$ cat config.mk
export PLATFORM = sky130hd
export DESIGN_NAME = rc_cmd_decoder
export DESIGN_NICKNAME = d
export VERILOG_FILES = /design/src/rtl/rc_cmd_pkg.sv /design/src/rtl/rc_timeout_timer.sv /design/src/rtl/rc_cmd_decoder.sv
export SDC_FILE = /design/constraint.sdc
export NUM_CORES = 1
export LEC_CHECK = 0
export BUFFER_PORTS_ARGS = -buffer_cell sky130_fd_sc_hd__clkbuf_2
export CORE_MARGIN = 2
export CORE_UTILIZATION = 55
export DETAILED_ROUTE_END_ITERATION = 16
export PLACE_DENSITY = 0.71
export SYNTH_ARGS = -nofsm -noshare
export SYNTH_HDL_FRONTEND = slang
export SYNTH_HIERARCHICAL = 1
export SYNTH_SLANG_ARGS = --single-unit
export TNS_END_PERCENT = 100
$ cat constraint.sdc
create_clock -name clk -period 4.8 [get_ports clk]
set_input_delay 0.24 -clock clk [delete_from_list [all_inputs] [get_ports clk]]
set_output_delay 0.24 -clock clk [all_outputs]
set_load 0.05 [all_outputs]
$ cat src/rtl/rc_cmd_pkg.sv
// +----------------------------------------------------------------------+
// | rc_cmd_pkg - shared constants, command codes and FSM state type      |
// | Revision: 1.0                                                        |
// +----------------------------------------------------------------------+
`default_nettype none

package rc_cmd_pkg;

  localparam logic [7:0] HDR        = 8'hA5;

  localparam logic [7:0] CMD_MOTOR  = 8'h01;
  localparam logic [7:0] CMD_SERVO  = 8'h02;
  localparam logic [7:0] CMD_STOP   = 8'h03;
  localparam logic [7:0] CMD_CENTER = 8'h04;

  // {MotorA, MotorB}
  localparam logic [1:0] DIR_COAST  = 2'b00;
  localparam logic [1:0] DIR_FWD    = 2'b10;
  localparam logic [1:0] DIR_REV    = 2'b01;
  localparam logic [1:0] DIR_BRAKE  = 2'b11;

  typedef enum logic [2:0] {
    ST_HUNT    = 3'd0,
    ST_GOT_HDR = 3'd1,
    ST_GOT_CMD = 3'd2,
    ST_GOT_DHI = 3'd3,
    ST_GOT_DLO = 3'd4
  } rx_state_e;

  function automatic logic [7:0] frame_chk(input logic [7:0] cmd,
                                           input logic [7:0] dhi,
                                           input logic [7:0] dlo);
    return cmd ^ dhi ^ dlo;
  endfunction

endpackage

`default_nettype wire

$ cat src/rtl/rc_timeout_timer.sv
// +----------------------------------------------------------------------+
// | rc_timeout_timer - loadable saturating down-counter, expired at zero |
// | Revision: 1.0                                                        |
// +----------------------------------------------------------------------+
`default_nettype none

module rc_timeout_timer #(
  parameter longint CYCLES = 1
) (
  input  logic clk,
  input  logic rst_n,
  input  logic load_i,
  output logic expired_o
);

  localparam int W = (CYCLES < 2) ? 1 : $clog2(CYCLES + 1);

  logic [W-1:0] cnt_q;

  always_ff @(posedge clk or negedge rst_n) begin
    if (!rst_n) begin
      cnt_q <= '0;
    end else if (load_i) begin
      cnt_q <= W'(CYCLES);
    end else if (cnt_q != '0) begin
      cnt_q <= cnt_q - W'(1);
    end
  end

  assign expired_o = (cnt_q == '0);

endmodule

`default_nettype wire

$ cat src/rtl/rc_cmd_decoder.sv
// +----------------------------------------------------------------------+
// | rc_cmd_decoder - framed UART command decoder driving motor/servo PWM |
// | Revision: 1.0                                                        |
// +----------------------------------------------------------------------+
`default_nettype none

module rc_cmd_decoder
  import rc_cmd_pkg::*;
#(
  parameter int CLK_HZ          = 50000000,
  parameter int LINK_TIMEOUT_MS = 500,
  parameter int BYTE_TIMEOUT_MS = 5,
  parameter int MOTOR_MAX       = 5000,
  parameter int SERVO_MIN       = 500,
  parameter int SERVO_MAX       = 2500,
  parameter int SERVO_CENTER    = 1500
) (
  input  logic        clk,
  input  logic        rst_n,
  input  logic        rx_valid,
  input  logic [7:0]  rx_data,
  output logic [15:0] motor_duty,
  output logic [1:0]  motor_dir,
  output logic [15:0] servo_duty,
  output logic        frame_ok,
  output logic        frame_err,
  output logic        link_alive
);

  localparam longint c_BYTE_CYCLES = (longint'(BYTE_TIMEOUT_MS) * longint'(CLK_HZ)) / 64'sd1000;
  localparam longint c_LINK_CYCLES = (longint'(LINK_TIMEOUT_MS) * longint'(CLK_HZ)) / 64'sd1000;

  localparam logic [16:0] c_MOTOR_MAX17  = 17'(MOTOR_MAX);
  localparam logic [15:0] c_MOTOR_MAX16  = 16'(MOTOR_MAX);
  localparam logic [15:0] c_SERVO_MIN    = 16'(SERVO_MIN);
  localparam logic [15:0] c_SERVO_MAX    = 16'(SERVO_MAX);
  localparam logic [15:0] c_SERVO_CENTER = 16'(SERVO_CENTER);

  rx_state_e   state_q, state_d;
  logic [7:0]  cmd_q, cmd_d;
  logic [7:0]  dhi_q, dhi_d;
  logic [7:0]  dlo_q, dlo_d;
  logic [7:0]  chk_q, chk_d;
  logic        pend_q, pend_d;
  logic [15:0] motor_duty_q, motor_duty_d;
  logic [1:0]  motor_dir_q, motor_dir_d;
  logic [15:0] servo_duty_q, servo_duty_d;
  logic        frame_ok_q, frame_ok_d;
  logic        frame_err_q, frame_err_d;
  logic        link_alive_q, link_alive_d;

  logic        w_byte_expired;
  logic        w_link_expired;
  logic [16:0] w_d_ext;
  logic [16:0] w_mag;
  logic [15:0] w_d_u;
  logic [15:0] w_motor_duty;
  logic [1:0]  w_motor_dir;
  logic [15:0] w_servo_duty;

  rc_timeout_timer #(
    .CYCLES (c_BYTE_CYCLES)
  ) u_byte_timer (
    .clk       (clk),
    .rst_n     (rst_n),
    .load_i    (rx_valid),
    .expired_o (w_byte_expired)
  );

  rc_timeout_timer #(
    .CYCLES (c_LINK_CYCLES)
  ) u_link_timer (
    .clk       (clk),
    .rst_n     (rst_n),
    .load_i    (frame_ok_d),
    .expired_o (w_link_expired)
  );

  // Sign-extended to 17 bits so that |-32768| is representable before clamping.
  always_comb begin
    w_d_ext = {dhi_q[7], dhi_q, dlo_q};
    w_d_u   = {dhi_q, dlo_q};
    w_mag   = w_d_ext[16] ? (17'd0 - w_d_ext) : w_d_ext;

    if (w_d_ext == '0) begin
      w_motor_duty = '0;
      w_motor_dir  = DIR_COAST;
    end else begin
      w_motor_duty = (w_mag > c_MOTOR_MAX17) ? c_MOTOR_MAX16 : w_mag[15:0];
      w_motor_dir  = w_d_ext[16] ? DIR_REV : DIR_FWD;
    end

    if (w_d_u < c_SERVO_MIN) begin
      w_servo_duty = c_SERVO_MIN;
    end else if (w_d_u > c_SERVO_MAX) begin
      w_servo_duty = c_SERVO_MAX;
    end else begin
      w_servo_duty = w_d_u;
    end
  end

  always_comb begin
    state_d      = state_q;
    cmd_d        = cmd_q;
    dhi_d        = dhi_q;
    dlo_d        = dlo_q;
    chk_d        = chk_q;
    pend_d       = 1'b0;
    motor_duty_d = motor_duty_q;
    motor_dir_d  = motor_dir_q;
    servo_duty_d = servo_duty_q;
    link_alive_d = link_alive_q;
    frame_ok_d   = 1'b0;
    frame_err_d  = 1'b0;

    if (rx_valid) begin
      unique case (state_q)
        ST_HUNT:    if (rx_data == HDR) state_d = ST_GOT_HDR;
        ST_GOT_HDR: begin cmd_d = rx_data; state_d = ST_GOT_CMD; end
        ST_GOT_CMD: begin dhi_d = rx_data; state_d = ST_GOT_DHI; end
        ST_GOT_DHI: begin dlo_d = rx_data; state_d = ST_GOT_DLO; end
        ST_GOT_DLO: begin chk_d = rx_data; pend_d = 1'b1; state_d = ST_HUNT; end
        default:    state_d = ST_HUNT;
      endcase
    end else if ((state_q != ST_HUNT) && w_byte_expired) begin
      frame_err_d = 1'b1;
      state_d     = ST_HUNT;
    end

    // The completed frame is executed one cycle after its checksum byte.
    if (pend_q) begin
      if (chk_q != frame_chk(cmd_q, dhi_q, dlo_q)) begin
        frame_err_d = 1'b1;
      end else begin
        unique case (cmd_q)
          CMD_MOTOR: begin
            frame_ok_d   = 1'b1;
            motor_duty_d = w_motor_duty;
            motor_dir_d  = w_motor_dir;
          end
          CMD_SERVO: begin
            frame_ok_d   = 1'b1;
            servo_duty_d = w_servo_duty;
          end
          CMD_STOP: begin
            frame_ok_d   = 1'b1;
            motor_duty_d = '0;
            motor_dir_d  = DIR_BRAKE;
          end
          CMD_CENTER: begin
            frame_ok_d   = 1'b1;
            servo_duty_d = c_SERVO_CENTER;
          end
          default: frame_err_d = 1'b1;
        endcase
      end
    end

    // A frame executed in the expiry cycle keeps the link alive.
    if (frame_ok_d) begin
      link_alive_d = 1'b1;
    end else if (w_link_expired) begin
      link_alive_d = 1'b0;
      motor_duty_d = '0;
      motor_dir_d  = DIR_COAST;
    end
  end

  always_ff @(posedge clk or negedge rst_n) begin
    if (!rst_n) begin
      state_q      <= ST_HUNT;
      cmd_q        <= '0;
      dhi_q        <= '0;
      dlo_q        <= '0;
      chk_q        <= '0;
      pend_q       <= 1'b0;
      motor_duty_q <= '0;
      motor_dir_q  <= DIR_COAST;
      servo_duty_q <= c_SERVO_CENTER;
      frame_ok_q   <= 1'b0;
      frame_err_q  <= 1'b0;
      link_alive_q <= 1'b0;
    end else begin
      state_q      <= state_d;
      cmd_q        <= cmd_d;
      dhi_q        <= dhi_d;
      dlo_q        <= dlo_d;
      chk_q        <= chk_d;
      pend_q       <= pend_d;
      motor_duty_q <= motor_duty_d;
      motor_dir_q  <= motor_dir_d;
      servo_duty_q <= servo_duty_d;
      frame_ok_q   <= frame_ok_d;
      frame_err_q  <= frame_err_d;
      link_alive_q <= link_alive_d;
    end
  end

  assign motor_duty = motor_duty_q;
  assign motor_dir  = motor_dir_q;
  assign servo_duty = servo_duty_q;
  assign frame_ok   = frame_ok_q;
  assign frame_err  = frame_err_q;
  assign link_alive = link_alive_q;

endmodule

`default_nettype wire

# After elaboration in Yosys (flattened, before gate mapping)
# Cells that the tools add are included.
word_totals:
  reg_bits: 116
  inputBits: 11
  output_inout_bits: 37
  wordCells: 92
classes:
  n_addsub: 3
  n_lt_le_gt_ge: 3
  eq_ne: 11
  muxes: 38
  bitwise_logic: 3
  n_reduce_logical: 20
ops:
  columns: ["operator", "count"]
  rows:
  - ["$mux W16", 8]
  - ["$pmux W16 S2", 2]
  - ["$mux W25", 2]
  - ["$mux W18", 2]
  - ["$logic_not A25 Y1", 1]
  - ["$reduce_bool A25 Y1", 1]
  - ["$sub A25 B1 Y25 const B", 1]
  - ["$logic_not A18 Y1", 1]
  - ["$reduce_bool A18 Y1", 1]
  - ["$sub A18 B1 Y18 const B", 1]
  - ["$gt A17 B13 Y1 const B", 1]
  - ["$logic_not A17 Y1", 1]
  - ["$mux W17", 1]
  - ["$sub A1 B16 Y17 const A", 1]
  - ["$eq A8 B2 Y1 const B", 2]
  - ["$gt A16 B12 Y1 const B", 1]
  - ["$lt A16 B9 Y1 const B", 1]
  - ["$xor A8 B8 Y8", 2]
  - ["$mux W1", 12]
  - ["$mux W2", 6]
  - ["$pmux W3 S4", 1]
  - ["$reduce_and A2 Y1", 5]
  - ["$reduce_bool A2 Y1", 5]
  - ["$mux W3", 3]
  - ["other kinds (15)", 16]

# Depth between registers and ports, before layout
logic_depth:
  word_depth: 10
  mapped_depth: 12
  mapped_depth_nobuf: 9

# Modules after synthesis
# Netlist, hierarchy kept.
modules_own_cells:
  columns: ["module", "n_inst", "cells_each", "area_per_inst_um2", "seq_area_each_um2"]
  rows:
  - ["rc_cmd_decoder", 1, 359, 3987.6, 1835.5]
  - ["rc_timeout_timer at u_link_timer", 1, 148, 1483.9, 625.6]
  - ["rc_timeout_timer at u_byte_timer", 1, 112, 1131.1, 450.4]

# Worst setup path before layout
# Ideal clock, no wire load.
synth_path:
  kind: "register to register"
  start: "register dhi_q[4]"
  end: "register u_link_timer.cnt_q[15]"
  setup_time_ps: 134
  arrival_time_ps: 2511
  required_time_ps: 4666
  setup_slack_ps: 2155
  path_stages_with_launch: 12
  n_path_buf: 4
  synth_period_minus_slack_ps: 2645
  cell_sequence: "dfrtp_1 -> clkbuf_1 -> xnor2_1 -> xnor2_1 -> nor4_2 -> and2_1 -> buf_2 -> nand4_1 -> nand2_1 -> clkbuf_1 -> clkbuf_1 -> nor2_1"
synth_between:
  elab_chain_cells: 6
  elab_cells_between_ends: 7
  classes_between: "eq/ne (1); mux (3); bitwise (2); reduce/logical (1)"
synth_rtl:
  columns: ["element", "line", "source"]
  rows:
  - ["start: declaration", "rc_cmd_decoder.sv:41", "logic [7:0] dhi_q, dhi_d;"]
  - ["start signal: assignment", "rc_cmd_decoder.sv:186", "dhi_q <= dhi_d;"]
  - ["$xor A8 B8 Y8 (*) (2 in series)", "rc_cmd_pkg.sv:33", "return cmd ^ dhi ^ dlo;"]
  - ["$ne A8 B8 Y1 (*)", "rc_cmd_decoder.sv:132", "if (chk_q != frame_chk(cmd_q, dhi_q, dlo_q)) begin"]
  - ["$mux W1 (*)", "rc_cmd_decoder.sv:132", null]
  - ["$mux W1 (*)", "rc_cmd_decoder.sv:131", "if (pend_q) begin"]
  - ["net frame_ok_d", "rc_cmd_decoder.sv:48", "logic frame_ok_q, frame_ok_d;"]
  - ["$mux W25 / $reduce_bool A2 Y1 (equally long branches)", null, null]
  - ["end signal: assignment", "rc_timeout_timer.sv:24", "cnt_q <= W'(CYCLES);"]
  - ["end signal: assignment", "rc_timeout_timer.sv:26", "cnt_q <= cnt_q - W'(1);"]
  - ["end: declaration", "rc_timeout_timer.sv:18", "logic [W-1:0] cnt_q;"]
# The timed path passes the listed nets; every way through them passes the cells marked *.
# A chain may end at the register's enable or synchronous reset.

# Worst setup path after layout
layout_path:
  start: "register dhi_q[7]"
  end: "register u_link_timer.cnt_q[14]"
# Same word-level chain as after synthesis.

==> impl_metrics.ini <==
[outcome]
outcome = finished with violations
violations = hold timing

[route]
vias = 4784
wl_um = 13700
drt_pass1_iterations = 4
wl_per_cell_um = 17.0
drc = 0
ant_nets = 0
first_iter_violations = 223
viasPerCell = 5.91

[logic_synthesis]
synthArstFlopShare_pct = 100
seq_area_frac_synth_pct = 44.1
yosysMostFrequentCell = dfrtp_1
post_synth_num_cell_types = 90
synth_top_area_share_pct = 41.3
syn_inst = 619
synth_edf_count = 0
synth_area_leaders = dfrtp_1 41%, mux2_2 6.3%, xnor2_1 4.4%
synth_nets = 634
synth_warnings = 6
synth_top_area_cell = dfrtp_1
synthesis.area_um2 = 6600
ys.flop_type = dfrtp_1
synth.avg_cell_area_um2 = 10.7
yosys-top-cells-count = 109 x dfrtp_1, 50 x nor2_1, 39 x nand2_1
ys_ff_latch = 116

[timing]
fin_tns_setup_ps = 0
rsz0062_at_grt = no
maxSlewViolCount = 0
fin_hold_ws_ps = -35.6
post-route-period-util_pct = 71.8
setup_viol = 0
skew_ps = 8.19
clock.fmax_ghz = 0.290
tightest_slew_ps = 962
period_minus_slack_ps = 3450
hold_violations = 14
maxSlewHeadroom_pct = 35.7

[finish]
nNetsFinal = 665
drive_gt1_share_pct = 25.0
final.fill_count = 957
areaGrowthSynthToFinish_pct = 11.4
final_area_um2 = 7360
antenna_cells = 0

[power]
p_int_uw = 2770
sw_frac_of_total_pct = 37.1
pwr-share-clk_pct = 28.1
p_seq_share_pct = 36.9
peakVddDrop_mv = 0.303
p_total_uw = 4400
p_leak_uw = 0.00319
power.density_nw_per_um2 = 598
power_frac_comb_pct = 35.0
p_sw_uw = 1630

[floorplan]
die_h_um = 114
rows = 40
initial_core_util_pct = 55.7
coreArea_um2 = 11900
die_x_um = 114
die-area_um2 = 12900
io_pins = 48

[hold_path]
hold_class = in -> async

[clocking]
root_buffer = clkbuf_16
clkLatencyLatePin_ps = 410
clkTransAtPathRegs_ps = 60
cts_tree = yes
numCtsBuffers = 17
htreeDepth = 4
clock_sinks = 116
clockBufferDepth = 2
postCtsHoldBufs = 0
post_cts_buffers = 0
cts_resized = 0

[worst_setup_path]
worstReg2RegStart = dhi_q[7]
crit_required_ps = 5140
cp-startpoint = dhi_q[7]
crit_fanout = 31
worst_setup_path_end_kind = flip-flop
worstRegToRegCells = 8
critPathArrivalTime_ps = 3790
ff2ff_setup_slack_ps = 1350
crit_type = reg -> reg
rr_endpoint = u_link_timer/cnt_q[14]
worst_setup_path_start_kind = flip-flop

[flow_run]
maxCapViolCount = 0

[place]
io_buffers = 47
dpl.hpwl_um = 9620
place_congestion = 0.897
postPlaceCellArea_um2 = 6770

[grt]
grt_use_total_pct = 22.6
grt_pass1_vias = 4581
grt_pass1_wl_um = 23100
grt_max_degree = 76
grt-ovfl-total = 0
grt_antenna_before_repair = 0
power by group through the flow:
stage	clock [uW]	combinational (uW)	sequential [uW]
after floorplan	0	1490	1420
after global placement	0	1490	1610
after detailed placement	0	1530	1630
after CTS	1260	1550	1620
after global routing	1310	1700	1670
final	1240	1540	1620
metrics by stage:
| stage | utilization [%] | instances | worst slack [ps] |
|---|---|---|---|
| after floorplan | - | 619 | 2160 |
| after global placement | 57.1 | 778 | 1520 |
| after detailed placement | 57.1 | 778 | 1370 |
| after CTS | 62.0 | 810 | 1320 |
| after global routing | 62.0 | 810 | 1040 |
| final | 62.0 | 810 | 1350 |
how the worst max path moves through the flow:
stage	depth (start not counted)	to	slack (ps)
after global placement	9	u_link_timer/cnt_q[9]	1520
after CTS	8	u_link_timer/cnt_q[14]	1320
after floorplan	11	u_link_timer/cnt_q[15]	2160
final	8	u_link_timer/cnt_q[14]	1350
after global routing	8	u_link_timer/cnt_q[14]	1040
after detailed placement	8	u_link_timer/cnt_q[14]	1370
layer usage:
metal | GRT usage (%) | wire length, um
met1 | 31.8 | 6480
met2 | 35.0 | 6380
met3 | 6.11 | 745
met4 | 5.93 | 133
met5 | 0 | 0
area by class of cell:
| type | instances | area (um2) | share of cell area, % |
|---|---|---|---|
| multi-input combinational | 452 | 3360 | 45.7 |
| sequential | 116 | 2910 | 39.6 |
| inverter | 14 | 57.6 | 0.782 |
| timing repair buffer | 49 | 253 | 3.44 |
| clock buffer | 28 | 517 | 7.03 |
| tap | 147 | 184 | 2.50 |
| clock inverter | 4 | 70.1 | 0.953 |
sequential cells by signal (all words and copies together), names as in the netlist:
signal / cells
motor_dir: 2
motor_duty: 16
dhi_q: 8
frame_ok: 1
pend_q: 1
servo_duty: 16
cmd_q: 8
chk_q: 8
frame_err: 1
u_byte_timer/cnt_q: 18
u_link_timer/cnt_q: 25
state_q: 3
link_alive: 1
dlo_q: 8
cells in the final DEF, fill, tap and decap left out, drive strengths merged, types with 4 or more instances in the layout:
cell type and n:
dfrtp 109, clkbuf 74, nor2 52, mux2 40, nand2 39, xnor2 33
nor3 21, nor2b 20, nand3 19, a21oi 18, xor2 16, o21ai 16
nor4 16, inv 14, mux2i 12, o31ai 12, and2 10, or3 10
nand2b 9, nand4 9, or4 9, a22o 8, dfstp 7, a211oi 6
o2bb2ai 5, a2111oi 5, and3 5, a31oi 4, ha 4, nor3b 4
o22a 4, nor4b 4
critical path, stage by stage, from the launching register on:
cell and delay (ps):
dfrtp_1 810, xnor2_1 180, xnor2_1 160, nor4_2 410, and2_1 370, nand4_1 310
nand2_1 800, o21bai_1 210, nand2b_1 120
cells by family after synthesis:
kind of cell	Yosys count	synth area share, %
fa+ha+maj	4	0.758
flops	116	44.1
compound gates	105	12.7
mux	52	8.81
simple gates	242	22.2
xor+xnor	49	6.50
buf+inv	51	4.96
Power figures use the tool's default switching activity.
